===== src/rtl/uart_rx_fifo.sv =====
// uart_rx_fifo: buffers UART receiver frames in a circular FIFO with valid/ready read side,
// fill level, almost-full and a sticky overrun flag.
module uart_rx_fifo #(
    parameter int DATA_WIDTH = 8,
    parameter int DEPTH      = 8,
    parameter int AF_LEVEL   = 6
) (
    input  logic                     CLK,
    input  logic                     RST,
    input  logic                     data_valid,
    input  logic [DATA_WIDTH-1:0]    P_DATA,
    input  logic                     RD_READY,
    input  logic                     CLR_OVR,
    output logic [DATA_WIDTH-1:0]    RD_DATA,
    output logic                     RD_VALID,
    output logic [$clog2(DEPTH):0]   FIFO_LEVEL,
    output logic                     FULL,
    output logic                     ALMOST_FULL,
    output logic                     OVERRUN
);
    localparam int AW = $clog2(DEPTH);
    localparam int LW = AW + 1;

    logic [DATA_WIDTH-1:0] r_mem [DEPTH];
    logic [AW-1:0]         r_wr_ptr, r_rd_ptr;
    logic [LW-1:0]         r_level;
    logic                  r_dv_q, r_ovr;
    logic                  w_push_req, w_pop, w_push, w_drop;

    assign w_push_req = data_valid & ~r_dv_q;
    assign w_pop      = RD_VALID & RD_READY;
    // A pop in the same cycle frees the slot, so a full FIFO still accepts the push.
    assign w_push     = w_push_req & (~FULL | w_pop);
    assign w_drop     = w_push_req & FULL & ~w_pop;

    assign RD_DATA     = r_mem[r_rd_ptr];
    assign RD_VALID    = r_level != '0;
    assign FIFO_LEVEL  = r_level;
    assign FULL        = r_level == LW'(DEPTH);
    assign ALMOST_FULL = r_level >= LW'(AF_LEVEL);
    assign OVERRUN     = r_ovr;

    always_ff @(posedge CLK or negedge RST) begin
        if (!RST) begin
            for (int i = 0; i < DEPTH; i++) r_mem[i] <= '0;
            r_wr_ptr <= '0;
            r_rd_ptr <= '0;
            r_level  <= '0;
            r_dv_q   <= 1'b0;
            r_ovr    <= 1'b0;
        end else begin
            if (w_push) r_mem[r_wr_ptr] <= P_DATA;
            r_wr_ptr <= r_wr_ptr + AW'(w_push);
            r_rd_ptr <= r_rd_ptr + AW'(w_pop);
            r_level  <= r_level + LW'(w_push) - LW'(w_pop);
            r_dv_q   <= data_valid;
            r_ovr    <= w_drop | (r_ovr & ~CLR_OVR);
        end
    end
endmodule


===== config.mk =====
export PLATFORM = sky130hd
export DESIGN_NAME = uart_rx_fifo
export DESIGN_NICKNAME = d
export VERILOG_FILES = /design/src/rtl/uart_rx_fifo.sv
export SDC_FILE = /design/constraint.sdc
export NUM_CORES = 1
export LEC_CHECK = 0
export BUFFER_PORTS_ARGS = -buffer_cell sky130_fd_sc_hd__buf_2
export CORE_ASPECT_RATIO = 0.6
export CORE_UTILIZATION = 30
export CTS_CLUSTER_DIAMETER = 40
export DETAILED_ROUTE_END_ITERATION = 8
export GPL_TIMING_DRIVEN = 0
export PLACE_DENSITY = 0.5
export REMOVE_ABC_BUFFERS = 1
export SLEW_MARGIN = 20
export SYNTH_ARGS = -nofsm -noshare
export SYNTH_HDL_FRONTEND = slang
export SYNTH_SLANG_ARGS = --single-unit

===== constraint.sdc =====
create_clock -name CLK -period 2.5 [get_ports CLK]
set_clock_uncertainty 0.05 [all_clocks]
set_input_delay 0.375 -clock CLK [delete_from_list [all_inputs] [get_ports CLK]]
set_output_delay 0.375 -clock CLK [all_outputs]
set_load 0.05 [all_outputs]

==> results.cfg <==
[status]
status = finished, final reports clean

[cts]
clockRootBuffer = clkbuf_16
cts.clk_slew.worst_paths_ps = 60
clk_latency_ps = 330
numCtsBuffers = 9
cts_buffer_depth = 2
cts_max_level = 3
cts_tree = built
cts_num_sinks = 76

[place]
place.gp.congestion = 0.685
port_buffers = 28
place_inst = 406
dpl_cell_area_mm2 = 0.00395
dp_worst_setup_slack_ps = -331
place_hpwl_mm = 4.85

[timing]
min_period_ps = 2400
tightest_slew_ps = 744
layout_setup_ws_ps = 98.7
clock.fmax_mhz = 416
fin_crit_sh = 0.961
rsz0062_at_grt = false
whs_ps = 144
setup_violations = 0
fin_setup_tns_ps = 0
hold_viol = 0
max_slew_margin = 0.504
slew_violations = 0

[die]
io-pin-count = 29
num_rows = 30
die_h_um = 87.4
start_util = 0.315
coreArea_mm2 = 0.0116
chipWidth_um = 144
dieArea_mm2 = 0.0126

[routing]
drc_errors = 0
dr.first_iter.drc_count = 50
wl_mm = 7.64
post_drt_via_cell_ratio = 4.59
postRouteAntennaNets = 0
vias = 1996
first_pass_iters = 4
wl_per_cell_um = 17.6

[setup_path]
critPathMaxStageDelay_ps = 520
setup.worst_path.class = flip-flop to flip-flop
end_kind = flip-flop
worstPathCellList = buf_4 -> ha_4 -> or3b_4 -> inv_4 -> a21oi_2 -> inv_1 -> ha_1 -> inv_2 -> ha_4 -> inv_2 -> fa_2 -> inv_1
critPathLaunchType = flip-flop
crit_arrival_ps = 2580
worst-path-max-fanout = 3
worst_ep_required_time_ps = 2680
cp_slowest_cell = fa_2

[power]
internal-power_mw = 4.00
powerDensity_mw_per_mm2 = 1460
leakage_nw = 1.96
totalPowerFinal_mw = 6.48
power.switching_mw = 2.49
power_frac_clock = 0.192
p_comb_frac = 0.456
p_sw_frac = 0.384
peakVddDrop_mv = 0.667
seqPwrFrac = 0.352

[layout]
fillers = 1121
stdcell_count = 435
antenna_cells = 0
nets = 295
fin_util = 0.383
syn_to_final_growth_pct = 21.5
drive_above_1_share = 0.596
final_area_mm2 = 0.00443

[synth]
synth.avg_cell_area_um2 = 15.9
synth_area_mm2 = 0.00364
seq_area_frac_synth = 0.522
ys_warn_count = 0
synth.distinct_cells = 31
synth_cells = 229
synth_seq_cells = 76

[global_routing]
grtUsageMet2 = 0.178
grt_max_degree = 57
use_met1 = 0.202
grt-busiest-layer = met1
grtUsageTotal = 0.136
grt_pass1_vias = 2112
grt-ovfl-total = 0
grt_pass1_wl_mm = 12.1
met3_usage = 0.0489
antenna_found_initial = 0

[worst_hold_path]
hp-class = input port to flip-flop

[run]
drv_cap = 0
==> critical path, delay by kind of cell (launching register included) <==
family,cells,cell delay [ps]
adder cells (fa/ha/maj),4,1070
AO/OA/AOI/OAI,1,150
AND/OR/NAND/NOR,1,250
flip-flops,1,390
buffers and inverters,6,400
==> area by class of cell <==
class                      instances  area, um2  area share
clock buffer                      12        267      0.0602
clock inverter                     4       22.5     0.00509
inverter                          12       47.5      0.0107
multi-input combinational        129       1680       0.380
sequential                        76       1910       0.431
tap                              160        200      0.0452
timing repair buffer              42        299      0.0676
==> synth_stat cells, drive strengths merged <==
cell type  instances  share of area
a2111oi            2          0.015
fa                 1         0.0055
nand3b             1         0.0021
ha                11          0.038
a21oi              2         0.0027
nor3b              1         0.0021
nor2               1         0.0010
a211o              1         0.0024
o2111ai            1         0.0041
or3b               1         0.0024
mux4              16          0.099
and2               1         0.0017
or4b               1         0.0038
nor2b              1         0.0017
inv               12          0.012
clkbuf             5         0.0051
nand2b             2         0.0034
mux2              72           0.23
o22ai              1         0.0017
dfrtp             76           0.52
nand2              4         0.0041
o2111a             1         0.0031
a211oi             1         0.0055
xnor2              1         0.0024
xor2               3         0.0072
a2111o             2         0.0062
buf                7          0.013
a21o               1         0.0021
==> metal layers <==
layer | part of all wire | vias to the layer above
li1 | - | 920
met1 | 0.54 | 1032
met2 | 0.39 | 34
met3 | 0.056 | 10
met4 | 0.013 | 0
met5 | 0 | -
==> final timing paths <==
check	from	endpoint	slack [ps]	cells past startpoint
worst max register to register	FIFO_LEVEL[3]$_DFF_PN0_	FIFO_LEVEL[1]$_DFF_PN0_	100	12
worst min register to register	r_mem[10]$_DFFE_PN0P_	r_mem[10]$_DFFE_PN0P_	450	1
worst min-delay path	data_valid	r_dv_q$_DFF_PN0_	140	1
worst max-delay path	FIFO_LEVEL[3]$_DFF_PN0_	FIFO_LEVEL[1]$_DFF_PN0_	100	12
max in group asynchronous	RST	r_mem[58]$_DFFE_PN0P_	1400	3
min in group asynchronous	RST	r_mem[51]$_DFFE_PN0P_	430	2
==> flip-flops by register name, indices dropped and copies added, names as in the netlist <==
register / count
r_dv_q: 1
r_mem: 64
r_wr_ptr: 3
OVERRUN: 1
FIFO_LEVEL: 4
r_rd_ptr: 3
==> cell usage in the layout, fill, tap and decap left out, drive strengths merged <==
| master | instances |
|---|---|
| o22ai | 1 |
| clkinvlp | 1 |
| a211oi | 1 |
| fa | 1 |
| a21o | 1 |
| inv | 12 |
| a2111o | 2 |
| ha | 11 |
| or4b | 1 |
| or3b | 1 |
| nand3b | 1 |
| nand2 | 4 |
| o2111a | 1 |
| mux4 | 16 |
| buf | 41 |
| nor2b | 1 |
| clkbuf | 12 |
| o2111ai | 1 |
| nand2b | 2 |
| xnor2 | 1 |
| a2111oi | 2 |
| clkinv | 3 |
| a21oi | 2 |
| mux2 | 72 |
| a211o | 1 |
| nor3b | 1 |
| and2 | 1 |
| nor2 | 1 |
| dlygate4sd3 | 1 |
| xor2 | 3 |
| dfrtp | 76 |
==> kinds of logic after synthesis <==
group                      count (synthesis)  synth area share
AOI/OAI and AO/OA                         12            0.0429
muxes                                     88             0.330
adders and majority gates                 12            0.0433
and+or+nand+nor                           13            0.0223
xor gates and xnor gates                   4           0.00961
DFF                                       76             0.522
buffers and inverters                     24            0.0306
==> power groups by stage <==
stage | Sequential, mW | Combinational [mW] | Clock [mW]
after detailed placement | 2.36 | 2.68 | 0
after CTS | 2.28 | 2.87 | 1.28
final | 2.28 | 2.96 | 1.24
after global routing | 2.36 | 3.19 | 1.34
after floorplan | 2.31 | 2.09 | 0
after global placement | 2.36 | 2.63 | 0
==> timing repair <==
item,4_1_cts,5_1_grt
setup endpoints to repair,27,16
resized for setup,7,10
pin swaps,2,3
buffers inserted,5,7
hold buffers,1,0
hold endpoints to repair,20,0
(Power assumes the default switching activity.)
